==> src/rtl/sqrt_ctrl_seq.sv <==
// Control sequencer for the iterative square-root datapath.
// IDLE -> LOAD (operand write pulse) -> RUN (iterate until N flag or limit)
// -> optional DRAIN (pipeline flush) -> DONE (result held until accepted).
module sqrt_ctrl_seq #(
    parameter int MAX_ITER     = 16,
    parameter int DRAIN_CYC    = 0,
    parameter bit STOP_ON_FLAG = 1'b1,
    parameter int CNT_W        = $clog2(MAX_ITER + 1)
) (
    input  logic             clk,
    input  logic             rst,
    input  logic             start_i,
    input  logic             abort_i,
    input  logic             N_i,
    input  logic             out_ready_i,
    output logic             in_ready_o,
    output logic             wr_input_o,
    output logic             en_pipe_o,
    output logic             valid_o,
    output logic             busy_o,
    output logic             timeout_o,
    output logic [CNT_W-1:0] iter_cnt_o
);

    // Drain counter needs at least one bit even when draining is disabled.
    localparam int DW = (DRAIN_CYC > 0) ? $clog2(DRAIN_CYC + 1) : 1;

    typedef enum logic [2:0] {
        IDLE  = 3'd0,
        LOAD  = 3'd1,
        RUN   = 3'd2,
        DRAIN = 3'd3,
        DONE  = 3'd4
    } state_t;

    state_t         state, nxt;
    logic [CNT_W-1:0] cnt;
    logic [DW-1:0]    dcnt;
    logic             flag_stop, lim_stop, stop, drain_last;

    // A simultaneous flag and limit counts as a flag stop (no timeout).
    assign flag_stop  = STOP_ON_FLAG && N_i;
    assign lim_stop   = (cnt == CNT_W'(MAX_ITER - 1));
    assign stop       = flag_stop || lim_stop;
    assign drain_last = (dcnt == DW'(DRAIN_CYC - 1));

    // State register; reset dominates abort and all other inputs.
    always_ff @(posedge clk) begin
        if (rst) state <= IDLE;
        else     state <= nxt;
    end

    // Next-state decode; abort wins over start everywhere, illegal codes recover to IDLE.
    always_comb begin
        nxt = IDLE;
        case (state)
            IDLE:  nxt = (start_i && !abort_i) ? LOAD : IDLE;
            LOAD:  nxt = abort_i ? IDLE : RUN;
            RUN: begin
                if (abort_i)        nxt = IDLE;
                else if (!stop)     nxt = RUN;
                else if (DRAIN_CYC > 0) nxt = DRAIN;
                else                nxt = DONE;
            end
            DRAIN: nxt = abort_i ? IDLE : (drain_last ? DONE : DRAIN);
            DONE: begin
                if (abort_i)          nxt = IDLE;
                else if (!out_ready_i) nxt = DONE;
                else                  nxt = start_i ? LOAD : IDLE;
            end
            default: nxt = IDLE;
        endcase
    end

    // Outputs decoded from state; unreachable encodings drive everything low.
    always_comb begin
        in_ready_o = 1'b0;
        wr_input_o = 1'b0;
        en_pipe_o  = 1'b0;
        valid_o    = 1'b0;
        busy_o     = 1'b0;
        case (state)
            IDLE:  in_ready_o = 1'b1;
            LOAD:  begin wr_input_o = 1'b1; busy_o = 1'b1; end
            RUN:   begin en_pipe_o  = 1'b1; busy_o = 1'b1; end
            DRAIN: begin en_pipe_o  = 1'b1; busy_o = 1'b1; end
            DONE:  begin valid_o    = 1'b1; in_ready_o = out_ready_i; end
            default: ;
        endcase
    end

    // Iteration/drain counters and result registers; an abort freezes the result.
    always_ff @(posedge clk) begin
        if (rst) begin
            cnt        <= '0;
            dcnt       <= '0;
            iter_cnt_o <= '0;
            timeout_o  <= 1'b0;
        end else if (!abort_i) begin
            case (state)
                LOAD: begin
                    cnt       <= '0;
                    timeout_o <= 1'b0;
                end
                RUN: begin
                    if (stop) begin
                        iter_cnt_o <= cnt + CNT_W'(1);
                        timeout_o  <= STOP_ON_FLAG && !N_i;
                        dcnt       <= '0;
                    end else begin
                        cnt <= cnt + CNT_W'(1);
                    end
                end
                DRAIN: dcnt <= dcnt + DW'(1);
                default: ;
            endcase
        end
    end

endmodule

==> config.mk <==
export PLATFORM = sky130hd
export DESIGN_NAME = sqrt_ctrl_seq
export DESIGN_NICKNAME = d
export VERILOG_FILES = /design/src/rtl/sqrt_ctrl_seq.sv
export SDC_FILE = /design/constraint.sdc
export NUM_CORES = 1
export LEC_CHECK = 0
export ABC_AREA = 1
export CAP_MARGIN = 10
export CORE_MARGIN = 4
export CORE_UTILIZATION = 52
export CTS_BUF_LIST = sky130_fd_sc_hd__clkbuf_4
export CTS_CLUSTER_DIAMETER = 150
export DETAILED_ROUTE_END_ITERATION = 12
export GPL_TIMING_DRIVEN = 0
export PLACE_DENSITY = 0.81
export SETUP_SLACK_MARGIN = 0.02
export SLEW_MARGIN = 15
export SYNTH_ARGS = -nofsm -noshare
export SYNTH_HDL_FRONTEND = slang
export SYNTH_SLANG_ARGS = --single-unit
==> constraint.sdc <==
create_clock -name clk -period 1.73 [get_ports clk]
set_input_delay 0.4325 -clock clk [delete_from_list [all_inputs] [get_ports clk]]
set_output_delay 0.4325 -clock clk [all_outputs]
set_load 0.01 [all_outputs]
==> results.json, run 1 <==
{
  "status": "completed",
  "row_count": 14,
  "r2r_slack_ns": 0.11,
  "hold_path_depth": 2,
  "syn_area_per_cell_um2": 6.63,
  "skew_ns": 0.00155,
  "syn_to_final_growth_pct": 35.3,
  "worstMarginPinSlew_ns": 0.421,
  "power_density_nw_per_um2": 605,
  "io_buffers": 16,
  "maxSlewViolCount": 0,
  "antenna_found_initial": 0,
  "setup_viol": 0,
  "ir_drop_mv": 0.549,
  "grt_max_degree": 11,
  "netlist_area_um2": 822,
  "h-tree-depth": 1,
  "postLayoutCoreUtil": 0.738,
  "die_h_um": 47.8,
  "final_common_cell": "nand2_1",
  "path_clk_slew_ns": 0.09,
  "hold_end": "dcnt$_SDFFE_PP0P_",
  "start_kind": "primary input",
  "grt_first_pass_wirelength_um": 2900,
  "endpoint_kind": "output port",
  "synthAdderAreaFrac": 0.0304,
  "synth_cells": 124,
  "clkLatencyLatePin_ns": 0.28,
  "core_area_um2": 1510,
  "synth_top_family_by_area": "simple AND/OR/NAND/NOR gates",
  "ff2ff_path_depth": 9,
  "slew_headroom": 0.720,
  "synth_seq_cells": 15,
  "die_area_um2": 2280,
  "drt_first_pass_iters": 4,
  "wl_met3_um": 94,
  "cts_tree": "done",
  "clk_root_buffer_cell": "clkbuf_4",
  "min_period_over_period": 0.961,
  "crit_start": "out_ready_i",
  "tns_ns": 0,
  "muxShareOfSynthArea": 0,
  "wl_per_cell_um": 11.9,
  "grt_pass1_vias": 744,
  "synth_nets": 132,
  "synthSimpleGateAreaFrac": 0.482,
  "hp-start": "dcnt$_SDFFE_PP0P_",
  "cts_buffers": 3,
  "drt_iter0_markers": 27,
  "synth-xor-area-share": 0,
  "cp_data_required_time_ns": 1.30,
  "crit-reg2reg-launch": "cnt[1]$_SDFFE_PP0P_",
  "placed_area_um2": 1000,
  "wl_met1_um": 828,
  "maxCapViolCount": 0,
  "place_ws_ns": -0.371,
  "gr-total-overflow": 0,
  "fin_nets": 160,
  "synth-compound-area-share": 0.0487,
  "die_w_um": 47.8,
  "synth.distinct_cells": 21,
  "max_freq_ghz": 0.601,
  "drtAntennaViolNets": 0,
  "worstPathMaxFanout": 2,
  "finalCriticalPeriod_ns": 1.66,
  "finalInstanceArea_um2": 1110,
  "r2r-end": "state[2]$_SDFF_PP0_",
  "layout-drive-gt1-share": 0.258,
  "cts_num_sinks": 15,
  "layout_common_cells": "nand2_1 (27), nor2_1 (23), nand3_1 (14)",
  "crit_type": "in2out",
  "yosysSeqAreaShare": 0.365,
  "vias_per_cell": 5.32,
  "ys_warn_count": 0,
  "drc_errors": 0,
  "leakagePower_uw": 0.000544,
  "fin_ws_ns": 0.0668,
  "hpwl_um": 1340,
  "cts_max_path_buffers": 2,
  "boundaryPins": 17,
  "holdWs_ns": 0.479,
  "routed_wl_um": 2000,
  "vias": 889,
  "gp_congestion": 0.850,
  "grt_usage": 0.175,
  "antenna_cells": 0,
  "arrival_ns": 1.23,
  "initial_utilization": 0.546,
  "routed-wl-met2_um": 1020,
  "dr.max_layer_used": "met4",
  "hold_viol": 0,
  "min_path_type": "reg2reg"
}
==> worst max-delay path by stage <==
stage               slack [ns]                  end  cells after the start
CTS                      -0.02           in_ready_o                      4
finish                    0.07           in_ready_o                      4
detailed placement       -0.37           in_ready_o                      4
floorplan                 0.19  cnt[1]$_SDFFE_PP0P_                     11
global route             -0.03  state[2]$_SDFF_PP0_                      9
global placement         -0.34           in_ready_o                      4
==> metal layers <==
metal | up-vias | GRT usage
li1 | 450 | -
met1 | 403 | 0.215
met2 | 28 | 0.306
met3 | 8 | 0.0263
met4 | 0 | 0.0645
met5 | - | 0
==> layout make-up <==
| cell class | count | area (um^2) |
|---|---|---|
| multi-input combinational | 93 | 488 |
| fill | 127 | 394 |
| sequential | 15 | 312 |
| timing repair buffer | 23 | 203 |
| inverter | 15 | 56.3 |
| clock buffer | 4 | 30.0 |
| tap | 16 | 20.0 |
| buffer | 1 | 3.75 |
==> kinds of logic (layout without fill, tap and decap cells) <==
group | Yosys count | in the layout
buffers and inverters | 16 | 43
AND/OR/NAND/NOR | 83 | 83
AO/OA/AOI/OAI | 8 | 8
adder cells (fa/ha/maj) | 2 | 2
flip-flops | 15 | 15
==> power breakdown <==
part           switching (uW)  internal, uW  leakage [uW]
Clock                     114           105     0.0000184
Combinational            51.1          42.6      0.000401
Sequential               8.16           352      0.000124
Total                     173           500      0.000544
==> critical path, cell delays in order <==
cell and delay (ns):
clkdlybuf4s50_1 0.46, inv_1 0.06, a21oi_2 0.14, buf_2 0.15
==> through the flow <==
step	std cells	power, uW
CTS	161	665
detailed placement	156	455
floorplan	124	419
finish	167	673
global placement	156	453
global route	167	704
==> synth_stat cells <==
library cell | instances | area share
a21oi_1 | 7 | 0.043
and2_1 | 1 | 0.0076
clkbuf_1 | 1 | 0.0046
dfxtp_1 | 15 | 0.37
ha_1 | 2 | 0.030
inv_1 | 11 | 0.050
inv_2 | 4 | 0.018
nand2_1 | 29 | 0.13
nand2_2 | 2 | 0.015
nand2_4 | 1 | 0.014
nand3_1 | 14 | 0.085
nand3_2 | 1 | 0.012
nand3b_1 | 2 | 0.018
nand4_1 | 2 | 0.015
nand4_2 | 1 | 0.015
nor2_1 | 26 | 0.12
nor2_2 | 1 | 0.0076
nor2_4 | 1 | 0.014
nor3_4 | 1 | 0.020
o21ai_0 | 1 | 0.0061
or2_2 | 1 | 0.0076
==> registers in the layout, indices dropped and copies added (netlist names) <==
signal	count
cnt	5
dcnt	1
iter_cnt_o	5
timeout_o	1
state	3
==> what timing repair did <==
item,CTS,global route
resized for setup,12,16
endpoints found under the setup margin,6,16
buffers inserted,1,6
hold buffers,0,0
pin swaps,1,5
Power figures use the tool's default switching activity.
==> run 2: changes to the inputs <==
- CELL_PAD_IN_SITES_DETAIL_PLACEMENT: unset -> 2
- CELL_PAD_IN_SITES_GLOBAL_PLACEMENT: unset -> 2
- CORE_UTILIZATION: 52 -> 28
- PLACE_DENSITY: 0.81 -> unset
- PLACE_DENSITY_LB_ADDON: unset -> 0.1
==> results.json, run 2 (same netlist as run 1, synthesis figures left out) <==
{
  "status": "completed",
  "cts_max_path_buffers": 2,
  "start_kind": "flop",
  "maxCapViolCount": 0,
  "wl_per_cell_um": 15.0,
  "arrival_ns": 1.21,
  "vias": 900,
  "row_count": 19,
  "io_buffers": 16,
  "cts_num_sinks": 15,
  "cpLargestDelayFamily": "buffers and inverters",
  "final_common_cell": "nand2_1",
  "drtAntennaViolNets": 0,
  "fin_nets": 158,
  "grt_usage": 0.133,
  "gr-total-overflow": 0,
  "antenna_found_initial": 0,
  "crit_path_top_delay_cell": "clkdlybuf4s50_1",
  "grt_max_degree": 11,
  "drc_errors": 0,
  "skew_ns": 0.000808,
  "boundaryPins": 17,
  "cts_tree": "done",
  "cts_hold_buffers": 0,
  "core_area_um2": 2780,
  "drt_iter0_markers": 38,
  "crit_type": "reg2out",
  "top_regs": "cnt x5, iter_cnt_o x5, state x3",
  "initial_utilization": 0.296,
  "maxSlewViolCount": 0,
  "finalCriticalPeriod_ns": 1.64,
  "power_density_nw_per_um2": 581,
  "layout-drive-gt1-share": 0.255,
  "grt_first_pass_wirelength_um": 4210,
  "antenna_cells": 0,
  "layout_common_cells": "nand2_1 (27), nor2_1 (24), nand3_1 (13)",
  "finalInstanceArea_um2": 1150,
  "hpwl_um": 1920,
  "path_buf_inv": 1,
  "syn_to_final_growth_pct": 40.5,
  "path_cells": "clkdlybuf4s50_1",
  "clk_root_buffer_cell": "clkbuf_4",
  "min_path_type": "reg2reg",
  "setup_viol": 0,
  "path_clk_slew_ns": 0.10,
  "slowest_delay_ns": 0.56,
  "gp_congestion": 0.796,
  "grt_pass1_vias": 904,
  "worstMarginPinSlew_ns": 0.489,
  "hold_viol": 0,
  "worstPathMaxFanout": 2,
  "die_area_um2": 3870,
  "die_w_um": 62.2,
  "place_ws_ns": -0.360,
  "slew_headroom": 0.674,
  "min_period_over_period": 0.949,
  "placed_area_um2": 1020,
  "vias_per_cell": 5.00,
  "endpoint_kind": "output port",
  "cts_buffers": 3,
  "die_h_um": 62.2,
  "cp_data_required_time_ns": 1.30,
  "drt_first_pass_iters": 3,
  "max_freq_ghz": 0.609,
  "routed_wl_um": 2700,
  "h-tree-depth": 1,
  "leakagePower_uw": 0.000526,
  "clkLatencyLatePin_ns": 0.29,
  "fin_ws_ns": 0.0881,
  "ir_drop_mv": 0.396
}
run 2: changes by cell type in the layout (fill, tap and decap cells not counted), sizes merged:
| cell | delta |
|---|---|
| buf | -2 |
| clkinv | +1 |
| clkbuf | -1 |
run 2: worst paths after layout:
path | endpoint | cells after the start | startpoint | slack [ns]
setup / recovery | iter_cnt_o[1] | 1 | iter_cnt_o[1]$_SDFFE_PP0P_ | 0.09
hold reg to reg | dcnt$_SDFFE_PP0P_ | 2 | dcnt$_SDFFE_PP0P_ | 0.49
hold / removal | dcnt$_SDFFE_PP0P_ | 2 | dcnt$_SDFFE_PP0P_ | 0.49
setup reg to reg | cnt[4]$_SDFFE_PP0P_ | 10 | cnt[0]$_SDFFE_PP0P_ | 0.15
run 2: what timing repair did:
action,CTS,global route
buffers inserted,0,5
gates resized for setup,20,14
pin swaps,0,3
endpoints found under the setup margin,13,15
run 2: metrics by stage:
step	std cells	hold slack [ns]	utilization	total power (uW)	setup TNS [ns]
2_1_floorplan	124	0.451	-	419	0
3_3_place_gp	171	0.465	0.367	457	-0.964
3_5_place_dp	171	0.472	0.367	460	-1.34
4_1_cts	175	0.487	0.383	672	0
5_1_grt	180	0.502	0.415	711	-0.00376
6_report	180	0.486	0.415	671	0
run 2: cell type report:
type,count,area [um^2]
Sequential cell,15,314
Inverter,15,61.3
Clock buffer,3,22.5
Clock inverter,1,5.00
Timing Repair Buffer,21,196
Buffer,1,3.75
Fill cell,343,1630
Multi-Input combinational cell,93,513
Tap cell,31,38.8
run 2: power breakdown:
| group | switching, uW | internal, uW |
|---|---|---|
| Combinational | 57.0 | 43.0 |
| Sequential | 9.01 | 350 |
| Clock | 126 | 85.9 |
| Total | 192 | 479 |
run 2: routing by layer:
layer / share of wire / vias up / track usage
met2: 0.56 / 10 / 0.256
met5: 0 / - / 0
met1: 0.40 / 441 / 0.141
met3: 0.029 / 2 / 0.0324
met4: 0.0052 / 0 / 0.0325
li1: - / 447 / -
